### src/rtl/fgpio_ext_if.sv
// -----------------------------------------------------------------------------
// fgpio_ext_if : request/response bus between a core and the fgpio_ext block.
//   fgpio_req      request, held stable until ack (or dropped to abort)
//   fgpio_funct7   opcode
//   fgpio_rs1_val  operand 1
//   fgpio_rs2_val  operand 2 (pin mask for most opcodes)
//   fgpio_ack      completion strobe
//   fgpio_error    error flag, meaningful only with ack
//   fgpio_rd_val   result, meaningful only with ack
//   fgpio_busy     high while a multi-cycle operation is in flight
// -----------------------------------------------------------------------------
interface fgpio_ext_if;
    logic        fgpio_req;
    logic [6:0]  fgpio_funct7;
    logic [31:0] fgpio_rs1_val;
    logic [31:0] fgpio_rs2_val;
    logic        fgpio_ack;
    logic        fgpio_error;
    logic [31:0] fgpio_rd_val;
    logic        fgpio_busy;

    modport master (
        output fgpio_req, fgpio_funct7, fgpio_rs1_val, fgpio_rs2_val,
        input  fgpio_ack, fgpio_error, fgpio_rd_val, fgpio_busy
    );

    modport slave (
        input  fgpio_req, fgpio_funct7, fgpio_rs1_val, fgpio_rs2_val,
        output fgpio_ack, fgpio_error, fgpio_rd_val, fgpio_busy
    );
endinterface

### src/rtl/fgpio_ext.sv
// -----------------------------------------------------------------------------
// fgpio_ext : fast GPIO extension. Raw/bit/edge reads, masked writes, bounded
// wait-for-pattern and fixed-length output pulses, driven by an opcode bus.
//   clk_neg_i     single clock, all flops on its rising edge
//   rst_ni        synchronous active-low reset
//   bus           fgpio_ext_if slave port (req/funct7/rs1/rs2 -> ack/error/rd/busy)
//   gpio_dir      pin direction, 1 = output
//   gpio_in_val   asynchronous pin inputs
//   gpio_out_val  pin output values
// -----------------------------------------------------------------------------
module fgpio_ext #(
    parameter int GPIO_NUM    = 16,
    parameter int SYNC_STAGES = 2,
    parameter int CNT_W       = 16
) (
    input  logic                clk_neg_i,
    input  logic                rst_ni,
    fgpio_ext_if.slave          bus,
    output logic [GPIO_NUM-1:0] gpio_dir,
    input  logic [GPIO_NUM-1:0] gpio_in_val,
    output logic [GPIO_NUM-1:0] gpio_out_val
);
    localparam logic [6:0] OP_IN_RAW    = 7'b0000000;
    localparam logic [6:0] OP_IN_BIT    = 7'b0000001;
    localparam logic [6:0] OP_IN_EDGE   = 7'b0000010;
    localparam logic [6:0] OP_IN_WAIT   = 7'b0000011;
    localparam logic [6:0] OP_CFG_TMO   = 7'b0100000;
    localparam logic [6:0] OP_CFG_EDGE  = 7'b0100001;
    localparam logic [6:0] OP_OUT_RAW   = 7'b1000000;
    localparam logic [6:0] OP_OUT_AND   = 7'b1000001;
    localparam logic [6:0] OP_OUT_TGL   = 7'b1000010;
    localparam logic [6:0] OP_OUT_PULSE = 7'b1000011;

    typedef enum logic [1:0] {
        ST_IDLE  = 2'd0,
        ST_WAIT  = 2'd1,
        ST_PULSE = 2'd2
    } state_e;

    state_e              state_q, state_d;
    logic [GPIO_NUM-1:0] dir_q, dir_d, out_q, out_d;
    logic [GPIO_NUM-1:0] flags_q, sin_d_q, rise_en_q, rise_en_d, fall_en_q, fall_en_d;
    logic [CNT_W-1:0]    timeout_q, timeout_d, elapsed_q, elapsed_d, cnt_q, cnt_d;

    logic [GPIO_NUM-1:0] sin_s, mask_s, rs1_g_s, set_s, clr_s;
    logic [CNT_W-1:0]    n_s;
    logic [4:0]          idx_s;
    logic [31:0]         sin_ext_s, onehot_s, rd_s;
    logic                match_s, tmo_hit_s, ack_s, err_s, unused_ok_s;

    // Optional input synchroniser; depth 0 uses the pins directly.
    generate
        if (SYNC_STAGES == 0) begin : g_nosync
            assign sin_s = gpio_in_val;
        end else begin : g_sync
            logic [GPIO_NUM-1:0] sync_q [SYNC_STAGES];
            // Shift chain clearing to zero on reset.
            always_ff @(posedge clk_neg_i) begin
                if (!rst_ni) begin
                    for (int k = 0; k < SYNC_STAGES; k++) sync_q[k] <= '0;
                end else begin
                    sync_q[0] <= gpio_in_val;
                    for (int k = 1; k < SYNC_STAGES; k++) sync_q[k] <= sync_q[k-1];
                end
            end
            assign sin_s = sync_q[SYNC_STAGES-1];
        end
    endgenerate

    assign mask_s    = bus.fgpio_rs2_val[GPIO_NUM-1:0];
    assign rs1_g_s   = bus.fgpio_rs1_val[GPIO_NUM-1:0];
    assign n_s       = bus.fgpio_rs1_val[CNT_W-1:0];
    assign idx_s     = bus.fgpio_rs1_val[4:0];
    assign sin_ext_s = 32'(sin_s);
    assign onehot_s  = 32'd1 << idx_s;
    assign match_s   = ((sin_s & mask_s) == (rs1_g_s & mask_s));
    assign tmo_hit_s = (timeout_q != '0) && (elapsed_q == timeout_q);
    assign set_s     = (sin_s & ~sin_d_q & rise_en_q) | (~sin_s & sin_d_q & fall_en_q);
    // Operand bits above the pin/counter widths are intentionally ignored.
    assign unused_ok_s = ^{bus.fgpio_rs1_val, bus.fgpio_rs2_val};

    // State and datapath registers; reset overrides every pending update.
    always_ff @(posedge clk_neg_i) begin
        if (!rst_ni) begin
            state_q   <= ST_IDLE;
            dir_q     <= '0;
            out_q     <= '0;
            flags_q   <= '0;
            sin_d_q   <= '0;
            timeout_q <= '0;
            rise_en_q <= '1;
            fall_en_q <= '0;
            elapsed_q <= '0;
            cnt_q     <= '0;
        end else begin
            state_q   <= state_d;
            dir_q     <= dir_d;
            out_q     <= out_d;
            flags_q   <= (flags_q & ~clr_s) | set_s;  // new edge beats a clear
            sin_d_q   <= sin_s;
            timeout_q <= timeout_d;
            rise_en_q <= rise_en_d;
            fall_en_q <= fall_en_d;
            elapsed_q <= elapsed_d;
            cnt_q     <= cnt_d;
        end
    end

    // Next-state logic of the IDLE/WAIT/PULSE controller.
    always_comb begin
        state_d = state_q;
        case (state_q)
            ST_IDLE: begin
                if (bus.fgpio_req && (bus.fgpio_funct7 == OP_IN_WAIT) && !match_s) begin
                    state_d = ST_WAIT;
                end else if (bus.fgpio_req && (bus.fgpio_funct7 == OP_OUT_PULSE) && (n_s != '0)) begin
                    state_d = ST_PULSE;
                end else begin
                    state_d = ST_IDLE;
                end
            end
            ST_WAIT: begin
                if (!bus.fgpio_req || match_s || tmo_hit_s) begin
                    state_d = ST_IDLE;
                end else begin
                    state_d = ST_WAIT;
                end
            end
            ST_PULSE: begin
                if (!bus.fgpio_req || (cnt_q == CNT_W'(1))) begin
                    state_d = ST_IDLE;
                end else begin
                    state_d = ST_PULSE;
                end
            end
            default: state_d = ST_IDLE;
        endcase
    end

    // Response and register-update logic; ack is suppressed while in reset.
    always_comb begin
        ack_s     = 1'b0;
        err_s     = 1'b0;
        rd_s      = 32'd0;
        clr_s     = '0;
        dir_d     = dir_q;
        out_d     = out_q;
        timeout_d = timeout_q;
        rise_en_d = rise_en_q;
        fall_en_d = fall_en_q;
        elapsed_d = elapsed_q;
        cnt_d     = cnt_q;
        if (!rst_ni || !bus.fgpio_req) begin
            ack_s = 1'b0;
            // An abort mid-pulse puts the pins back to their pre-pulse value.
            if (state_q == ST_PULSE) begin
                out_d = out_q ^ mask_s;
            end else begin
                out_d = out_q;
            end
        end else begin
            case (state_q)
                ST_IDLE: begin
                    ack_s = 1'b1;
                    case (bus.fgpio_funct7)
                        OP_IN_RAW: begin
                            rd_s  = 32'(sin_s & mask_s);
                            dir_d = dir_q & ~mask_s;
                        end
                        OP_IN_BIT: begin
                            if ({27'd0, idx_s} >= 32'(GPIO_NUM)) begin
                                err_s = 1'b1;
                            end else begin
                                rd_s  = 32'(sin_ext_s[idx_s]) << bus.fgpio_rs2_val[4:0];
                                dir_d = dir_q & ~onehot_s[GPIO_NUM-1:0];
                            end
                        end
                        OP_IN_EDGE: begin
                            rd_s  = 32'(flags_q & mask_s);
                            clr_s = mask_s;
                        end
                        OP_IN_WAIT: begin
                            if (match_s) begin
                                rd_s = 32'd0;
                            end else begin
                                ack_s     = 1'b0;
                                elapsed_d = CNT_W'(1);
                            end
                        end
                        OP_CFG_TMO: begin
                            rd_s      = 32'(timeout_q);
                            timeout_d = n_s;
                        end
                        OP_CFG_EDGE: begin
                            rise_en_d = rs1_g_s;
                            fall_en_d = mask_s;
                        end
                        OP_OUT_RAW: begin
                            dir_d = dir_q | mask_s;
                            out_d = (out_q & ~mask_s) | (rs1_g_s & mask_s);
                        end
                        OP_OUT_AND: begin
                            dir_d = '1;
                            out_d = rs1_g_s & mask_s;
                        end
                        OP_OUT_TGL: begin
                            dir_d = dir_q | mask_s;
                            out_d = out_q ^ mask_s;
                        end
                        OP_OUT_PULSE: begin
                            if (n_s != '0) begin
                                ack_s = 1'b0;
                                dir_d = dir_q | mask_s;
                                out_d = out_q ^ mask_s;
                                cnt_d = n_s;
                            end else begin
                                ack_s = 1'b1;
                            end
                        end
                        default: err_s = 1'b1;
                    endcase
                end
                ST_WAIT: begin
                    if (match_s) begin
                        ack_s = 1'b1;
                        rd_s  = 32'(elapsed_q);
                    end else if (tmo_hit_s) begin
                        ack_s = 1'b1;
                        rd_s  = 32'h8000_0000 | 32'(elapsed_q);
                    end else begin
                        elapsed_d = elapsed_q + CNT_W'(1);
                    end
                end
                ST_PULSE: begin
                    if (cnt_q == CNT_W'(1)) begin
                        ack_s = 1'b1;
                        out_d = out_q ^ mask_s;
                    end else begin
                        cnt_d = cnt_q - CNT_W'(1);
                    end
                end
                default: ack_s = 1'b0;
            endcase
        end
    end

    assign bus.fgpio_ack    = ack_s;
    assign bus.fgpio_error  = ack_s & err_s;
    assign bus.fgpio_rd_val = ack_s ? rd_s : 32'd0;
    assign bus.fgpio_busy   = (state_q != ST_IDLE);
    assign gpio_dir         = dir_q;
    assign gpio_out_val     = out_q;
endmodule
### src/flat_wrapper.sv
// flat-port wrapper written by rule: the top's interface ports become plain ports
module fgpio_ext_flat 
#(
    parameter int GPIO_NUM    = 16,
    parameter int SYNC_STAGES = 2,
    parameter int CNT_W       = 16
)
  (clk_neg_i, rst_ni, gpio_dir, gpio_in_val, gpio_out_val, bus_fgpio_req, bus_fgpio_funct7, bus_fgpio_rs1_val, bus_fgpio_rs2_val, bus_fgpio_ack, bus_fgpio_error, bus_fgpio_rd_val, bus_fgpio_busy);
  fgpio_ext_if bus_i ();
  input  logic clk_neg_i;
  input  logic rst_ni;
  output logic [GPIO_NUM-1:0] gpio_dir;
  input  logic [GPIO_NUM-1:0] gpio_in_val;
  output logic [GPIO_NUM-1:0] gpio_out_val;
  input wire logic [$bits(bus_i.fgpio_req)-1:0] bus_fgpio_req;
  input wire logic [$bits(bus_i.fgpio_funct7)-1:0] bus_fgpio_funct7;
  input wire logic [$bits(bus_i.fgpio_rs1_val)-1:0] bus_fgpio_rs1_val;
  input wire logic [$bits(bus_i.fgpio_rs2_val)-1:0] bus_fgpio_rs2_val;
  output wire logic [$bits(bus_i.fgpio_ack)-1:0] bus_fgpio_ack;
  output wire logic [$bits(bus_i.fgpio_error)-1:0] bus_fgpio_error;
  output wire logic [$bits(bus_i.fgpio_rd_val)-1:0] bus_fgpio_rd_val;
  output wire logic [$bits(bus_i.fgpio_busy)-1:0] bus_fgpio_busy;
  assign bus_i.fgpio_req = bus_fgpio_req;
  assign bus_i.fgpio_funct7 = bus_fgpio_funct7;
  assign bus_i.fgpio_rs1_val = bus_fgpio_rs1_val;
  assign bus_i.fgpio_rs2_val = bus_fgpio_rs2_val;
  assign bus_fgpio_ack = bus_i.fgpio_ack;
  assign bus_fgpio_error = bus_i.fgpio_error;
  assign bus_fgpio_rd_val = bus_i.fgpio_rd_val;
  assign bus_fgpio_busy = bus_i.fgpio_busy;
  fgpio_ext #(.GPIO_NUM(GPIO_NUM), .SYNC_STAGES(SYNC_STAGES), .CNT_W(CNT_W)) u_core (.clk_neg_i(clk_neg_i), .rst_ni(rst_ni), .bus(bus_i), .gpio_dir(gpio_dir), .gpio_in_val(gpio_in_val), .gpio_out_val(gpio_out_val));
endmodule
### config.mk
export PLATFORM = sky130hd
export DESIGN_NAME = fgpio_ext_flat
export DESIGN_NICKNAME = d
export VERILOG_FILES = /design/src/rtl/fgpio_ext_if.sv /design/src/rtl/fgpio_ext.sv /design/src/flat_wrapper.sv
export SDC_FILE = /design/constraint.sdc
export NUM_CORES = 1
export LEC_CHECK = 0
export ABC_AREA = 1
export BUFFER_PORTS_ARGS = -buffer_cell sky130_fd_sc_hd__clkbuf_2
export CAP_MARGIN = 15
export CORE_MARGIN = 3
export CORE_UTILIZATION = 23
export DETAILED_ROUTE_END_ITERATION = 10
export GPL_TIMING_DRIVEN = 0
export SLEW_MARGIN = 40
export SYNTH_ARGS = -nofsm -noshare
export SYNTH_HDL_FRONTEND = slang
export SYNTH_SLANG_ARGS = --single-unit
### constraint.sdc
create_clock -name clk_neg_i -period 5 [get_ports clk_neg_i]
set_input_delay 1 -clock clk_neg_i [delete_from_list [all_inputs] [get_ports clk_neg_i]]
set_output_delay 1 -clock clk_neg_i [all_outputs]
set_load 0.05 [all_outputs]
==> results of run 1 <==
path summary, 6_finish.rpt:
kind,end,slack (ns)
worst max-delay path,bus_fgpio_rd_val[1],0.40
worst min-delay path,u_core.g_sync.sync_q[0][25],0.42
worst max register to register,u_core.fall_en_q[7],2.53
worst min register to register,u_core.g_sync.sync_q[0][25],0.42
kinds of logic after synthesis:
logic type	Yosys count	synth area share
AOI/OAI and AO/OA	329	0.186
xor gates and xnor gates	43	0.0369
adders and majority gates	3	0.00368
buffers and inverters	256	0.105
DFF	178	0.349
and+or+nand+nor	738	0.319
layout make-up:
type | count | area (um^2)
inverter | 173 | 651
multi-input combinational | 1113 | 5570
fill | 4863 | 31300
sequential | 178 | 3560
buffer | 83 | 423
tap | 585 | 732
clock inverter | 15 | 185
timing repair buffer | 119 | 596
clock buffer | 17 | 425
cells in the mapped netlist (5+ instances only):
cell type / count / share of area
sky130_fd_sc_hd__nand4_1: 17 / 0.010
sky130_fd_sc_hd__a21oi_2: 10 / 0.0086
sky130_fd_sc_hd__nor2_4: 6 / 0.0066
sky130_fd_sc_hd__inv_1: 156 / 0.057
sky130_fd_sc_hd__nor3_1: 17 / 0.0083
sky130_fd_sc_hd__buf_2: 14 / 0.0069
sky130_fd_sc_hd__xor2_1: 34 / 0.029
sky130_fd_sc_hd__buf_6: 6 / 0.0066
sky130_fd_sc_hd__nor2_2: 17 / 0.010
sky130_fd_sc_hd__o21ai_0: 109 / 0.053
sky130_fd_sc_hd__dfxtp_1: 178 / 0.35
sky130_fd_sc_hd__inv_2: 14 / 0.0052
sky130_fd_sc_hd__o31ai_1: 17 / 0.013
sky130_fd_sc_hd__o22ai_1: 14 / 0.0086
sky130_fd_sc_hd__buf_4: 10 / 0.0074
sky130_fd_sc_hd__or2_1: 6 / 0.0037
sky130_fd_sc_hd__clkbuf_2: 7 / 0.0034
sky130_fd_sc_hd__o211ai_1: 16 / 0.012
sky130_fd_sc_hd__a21oi_1: 104 / 0.051
sky130_fd_sc_hd__or2_2: 5 / 0.0031
sky130_fd_sc_hd__nand3_1: 116 / 0.057
sky130_fd_sc_hd__nor4_1: 9 / 0.0055
sky130_fd_sc_hd__o221ai_1: 7 / 0.0060
sky130_fd_sc_hd__nand2_2: 9 / 0.0055
sky130_fd_sc_hd__nor2_1: 108 / 0.040
sky130_fd_sc_hd__clkbuf_1: 46 / 0.017
sky130_fd_sc_hd__nand2_1: 413 / 0.15
sky130_fd_sc_hd__a31oi_1: 39 / 0.024
sky130_fd_sc_hd__xnor2_1: 9 / 0.0077
tightest hold or removal path: stages, from the launching register on:
cell                      delay [ns]
sky130_fd_sc_hd__dfxtp_1        0.31
sky130_fd_sc_hd__nand2_1        0.05
sky130_fd_sc_hd__inv_1          0.04
metal layers:
layer	vias up	part of all wire	GRT usage
li1	5370	-	-
met2	563	0.45	0.295
met1	5350	0.43	0.239
met5	-	0	0
met3	86	0.085	0.0384
met4	0	0.035	0.0670
registers in the layout (all words and copies together), names as in the netlist, named ones only:
register and cells:
u_core.elapsed_q 16, u_core.fall_en_q 16, u_core.g_sync.sync_q 32, u_core.flags_q 16
u_core.cnt_q 16, u_core.gpio_dir 16, u_core.sin_d_q 16, u_core.timeout_q 16
u_core.state_q 2, u_core.rise_en_q 16
metrics by stage:
step / instances / worst slack, ns / power, uW
3_5_place_dp: 2251 / 0.494 / 1800
2_1_floorplan: 1547 / 1.07 / 1660
6_report: 2283 / 0.399 / 3180
3_3_place_gp: 2251 / 0.467 / 1800
5_1_grt: 2283 / 0.261 / 3270
4_1_cts: 2283 / 0.471 / 3180
power by group through the flow:
stage	combinational, uW	sequential, uW	clock (uW)
3_5_place_dp	303	1500	0
2_1_floorplan	171	1490	0
3_3_place_gp	301	1500	0
5_1_grt	337	1460	1470
6_report	310	1460	1400
4_1_cts	305	1460	1410
placed cells by master, fill, tap and decap left out, types with 34 or more instances in the layout:
master                     instances
sky130_fd_sc_hd__a21oi_1         104
sky130_fd_sc_hd__a31oi_1          39
sky130_fd_sc_hd__clkbuf_1         44
sky130_fd_sc_hd__clkbuf_2        128
sky130_fd_sc_hd__dfxtp_1         178
sky130_fd_sc_hd__inv_1           156
sky130_fd_sc_hd__nand2_1         413
sky130_fd_sc_hd__nand3_1         116
sky130_fd_sc_hd__nor2_1          108
sky130_fd_sc_hd__o21ai_0         109
sky130_fd_sc_hd__xor2_1           34
==> run metrics, run 1 <==
cell-by-cell trace of the critical path=clkbuf_2, buf_2, inv_1, nand3_1, nand3_1, nand2_1, nand4_1, nor2_1, nand3_1, nand2_1, nand2_1, a21oi_1, clkbuf_2; crit start category=input port; wire length reported by the detailed router=44000 um; share of synthesized registers carrying an async set or reset=0; relative slew slack=0.432; worst supply voltage drop on vdd=roughly 0.0002 V; Design Area, Final=around 12000 um^2; die width=between 200 and 250 um; kind of cell adding the most delay to the critical path=simple AND/OR/NAND/NOR gates; most instantiated flip-flop cell in the synthesis netlist=sky130_fd_sc_hd__dfxtp_1; number of cells on the worst reg-to-reg path=8; initial antenna violation count=0; clock tree buffer depth=2; total number of vias=11400; fraction of final layout cells sized beyond drive strength 1=0.157; launch point of the critical path=bus_fgpio_rs1_val[2]; CP max FO=10; number of buffers created by CTS=17; buffer type at the clock tree root=sky130_fd_sc_hd__clkbuf_16; height of the die=~220 um; count of antenna-violating nets left after detailed routing=0; leakage power total=about 0.0054 uW; vias in the first global route=approximately 11000; utilization after layout=0.279; fin crit share=0.920; synthesized area divided by synthesized cell count=approximately 6.6 um^2; worst hold slack after final layout=between 0.4 and 0.5 ns; number of clock sinks=about 180; depth of the critical timing path with buffers and inverters included=13; DP Wirelength=approximately 35000 um; buffers and inverters on the worst path=4; count of cells along the worst hold path=2; overflow left after global routing=0; number of hold buffers added after CTS=0; core region area=roughly 43000 um^2; unrepaired setup endpoints after global routing=no; count of TritonRoute iterations in the first routing pass=5; Top Ports=157; ANT cells=0; CTS clk-pin slew, worst paths=0.08 ns; clock network fraction of design power=0.442; Final setup viols=0; share of total power consumed by net switching=0.306; clock insertion delay at the later pin of the skew report=roughly 0.46 ns; initial drt markers=between 1000 and 1500; Final Max Tran Viols=0; DP Area=11500 um^2; type of the worst setup path=in -> out; register share of total power=0.461; proportion of power drawn by combinational gates=0.098; standard-cell rows=76; max-cap viol count=0; routed len/inst=between 15 and 20 um; effective utilization at floorplan=0.235; Tmin final=4.60 ns; synthesis-stage register bit count=about 180; Worst Skew=~0.013 ns; largest net degree at the start of global routing=21; post-CTS setup repair buffer count=0; run status=finished, final reports clean; CTS tree=built; net count after synthesis=roughly 1600; transition time at the pin with the least slew margin=around 0.85 ns; endpoint type of the worst setup path=output port; DRC violations left=0; total routing resource utilization after global routing=0.182; data arrival time of the critical path=~3.6 ns; Final nets=1778; Post-synth EDFFs=0; Fin. Hold Viols=0; cell at the slowest stage of the critical path=sky130_fd_sc_hd__nor2_1; maximum clock frequency=217 MHz; quantity of gates resized following cts=0; number of buffers added on ports=between 100 and 150; count of synthesis-stage warnings from yosys=0; Tightest Hold Check Type=reg -> reg; number of distinct standard cells referenced by the synthesized netlist=47; die area=46900 um^2; final estimated routing congestion in global placement=slightly below 1; switching power summed over all nets=a little under 1000 uW; aggregate negative setup slack=0 ns; critical path's largest stage delay=0.45 ns; netlist area before placement=between 10000 and 15000 um^2; total number of H-tree levels=4; sequential share of the synthesized area=0.349; gate count after technology mapping=between 1500 and 2000; power density cells=262 nW/um^2; area growth from synthesis to layout=19.0%; origin of the critical flop-to-flop path=u_core.state_q[1]; Hold Crit Start=u_core.g_sync.sync_q[0][9]; global-route wire length before repair=between 60000 and 70000 um; required time of the worst setup path=approximately 4.0 ns; average via count per standard cell=~5; Internal=about 2200 uW
Note: power is estimated with default switching activity, not from simulation.
==> run 2: changes to the inputs <==
- RECOVER_POWER: default -> 50
==> run 2 against run 1 <==
  * Critical endpoint is now bus_fgpio_rd_val[31]
  * Core utilization decreased by 0.15 points
  * Highest routed layer unchanged
  * Combinational power barely moved
  * First-iteration DRC count down 5.7%
==> run metrics, run 2 (synthesized netlist as in run 1, its figures left out) <==
run status=finished, final reports clean; height of the die=217 um (unchanged); number of buffers created by CTS=17 (unchanged); die width=217 um (unchanged); worst supply voltage drop on vdd=0.000197 V (-0.70%); post-CTS setup repair buffer count=0 (unchanged); ANT cells=0 (unchanged); clock tree buffer depth=2 (unchanged); cell at the slowest stage of the critical path=sky130_fd_sc_hd__clkbuf_1; Top Ports=157 (unchanged); maximum clock frequency=213 MHz (-1.9%); largest net degree at the start of global routing=21 (unchanged); buffer type at the clock tree root=sky130_fd_sc_hd__clkbuf_16; effective utilization at floorplan=0.235 (unchanged); required time of the worst setup path=4.00 ns (about the same); Worst Skew=0.0124 ns (-0.000426 ns); Tmin final=4.69 ns (+0.0913 ns); transition time at the pin with the least slew margin=0.936 ns (+0.0842 ns); overflow left after global routing=0 (unchanged); crit start category=input port; initial antenna violation count=0 (unchanged); routed len/inst=19.2 um (-0.13%); global-route wire length before repair=65000 um (unchanged); DRC violations left=0 (unchanged); clock insertion delay at the later pin of the skew report=0.45 ns (about the same); area growth from synthesis to layout=18.4%; data arrival time of the critical path=3.69 ns (+0.09 ns); number of buffers added on ports=119 (unchanged); count of TritonRoute iterations in the first routing pass=5 (unchanged); fill cell count=4880 (+0.35%); die area=46900 um^2 (unchanged); Crit path top cell by count=sky130_fd_sc_hd__nand2_1; total routing resource utilization after global routing=0.182 (unchanged); Fin. Hold Viols=0 (unchanged); Tightest Hold Check Type=reg -> reg; standard-cell rows=76 (unchanged); cell-by-cell trace of the critical path=clkbuf_1, nand2_1, inv_1, o22ai_1, nor2_1, nand4_1, nor2_1, nand2_2, nand2_1, nand2_1, nand3_2, nand2_1, a21oi_1, clkbuf_2; final estimated routing congestion in global placement=0.968 (unchanged); vias in the first global route=10700 (unchanged); power density cells=263 nW/um^2 (+0.48%); fin crit share=0.939 (+0.0183); total number of H-tree levels=4 (unchanged); relative slew slack=0.376 (-0.0561); Final nets=1778 (unchanged); initial drt markers=1095 (-5.7%); CTS tree=built; Largest register FFs=32 (unchanged); core region area=43500 um^2 (unchanged); aggregate negative setup slack=0 ns (unchanged); leading cell type in the layout, fill and taps excluded=sky130_fd_sc_hd__nand2_1; critical path's largest stage delay=0.45 ns (about the same); number of hold buffers added after CTS=0 (unchanged); DP Wirelength=34900 um (unchanged); endpoint type of the worst setup path=output port; type of the worst setup path=in -> out; CP max FO=6 (-4); fraction of final layout cells sized beyond drive strength 1=0.133 (-0.0241); Final Max Tran Viols=0 (unchanged); wire length reported by the detailed router=43900 um (-0.13%); max-cap viol count=0 (unchanged); number of clock sinks=178 (unchanged); top register by number of flip-flops=u_core.g_sync.sync_q; unrepaired setup endpoints after global routing=no; total number of vias=11400 (+0.044%); quantity of gates resized following cts=0 (unchanged); leakage power total=0.00527 uW (-2.5%); count of antenna-violating nets left after detailed routing=0 (unchanged); Final setup viols=0 (unchanged); average via count per standard cell=4.98 (about the same); CTS clk-pin slew, worst paths=0.08 ns (about the same); commonest non-fill, non-tap cells in the layout=sky130_fd_sc_hd__nand2_1, sky130_fd_sc_hd__dfxtp_1, sky130_fd_sc_hd__inv_1; utilization after layout=0.278 (-0.00153)
-- run 2: cell types whose count changed in the layout (fill, tap and decap cells not counted), sizes merged --
| cell | before | now |
|---|---|---|
| buf | 30 | 27 |
| clkbuf | 189 | 192 |
-- run 2: path summary, 6_finish.rpt --
kind | slack (ns) | startpoint | end | cells after the start
setup reg to reg | 1.97 | u_core.state_q[1] | u_core.fall_en_q[14] | 8
setup / recovery | 0.31 | bus_fgpio_rs2_val[10] | bus_fgpio_rd_val[31] | 14
hold / removal | 0.41 | u_core.g_sync.sync_q[0][12] | u_core.g_sync.sync_q[0][28] | 2
hold reg to reg | 0.41 | u_core.g_sync.sync_q[0][12] | u_core.g_sync.sync_q[0][28] | 2
-- run 2: worst max-delay path, delay by kind of cell --
family | cells | cell delay, ns
compound gates | 2 | 0.37
buf+inv | 3 | 0.95
simple gates | 9 | 1.36
-- run 2: area by class of cell --
cell class                      count  area (um^2)  area share
Multi-Input combinational cell   1113         5550       0.459
Sequential cell                   178         3560       0.295
Tap cell                          585          732      0.0606
Inverter                          173          651      0.0539
Timing Repair Buffer              119          554      0.0459
Clock buffer                       17          425      0.0352
Buffer                             83          418      0.0346
Clock inverter                     15          185      0.0153
-- run 2: metal layers --
layer / wire length (um) / GRT usage
met1: 18900 / 0.239
met4: 1530 / 0.0670
met2: 19900 / 0.295
met3: 3610 / 0.0384
met5: 0 / 0
-- run 2: power breakdown --
group	switching, uW	internal [uW]
Clock	722	681
Sequential	21.6	1440
Combinational	227	81.2
Total	971	2200
-- run 2: metrics by stage --
| stage | hold WS (ns) | instances | total power [uW] | setup WS [ns] | area, um^2 |
|---|---|---|---|---|---|
| final | 0.415 | 2283 | 3170 | 0.307 | 12100 |
| after CTS | 0.416 | 2283 | 3180 | 0.471 | 12100 |
| after floorplan | 0.390 | 1547 | 1660 | 1.07 | 10200 |
| after global placement | 0.403 | 2251 | 1800 | 0.467 | 11500 |
| after detailed placement | 0.398 | 2251 | 1800 | 0.494 | 11500 |
| after global routing | 0.434 | 2283 | 3270 | 0.192 | 12100 |
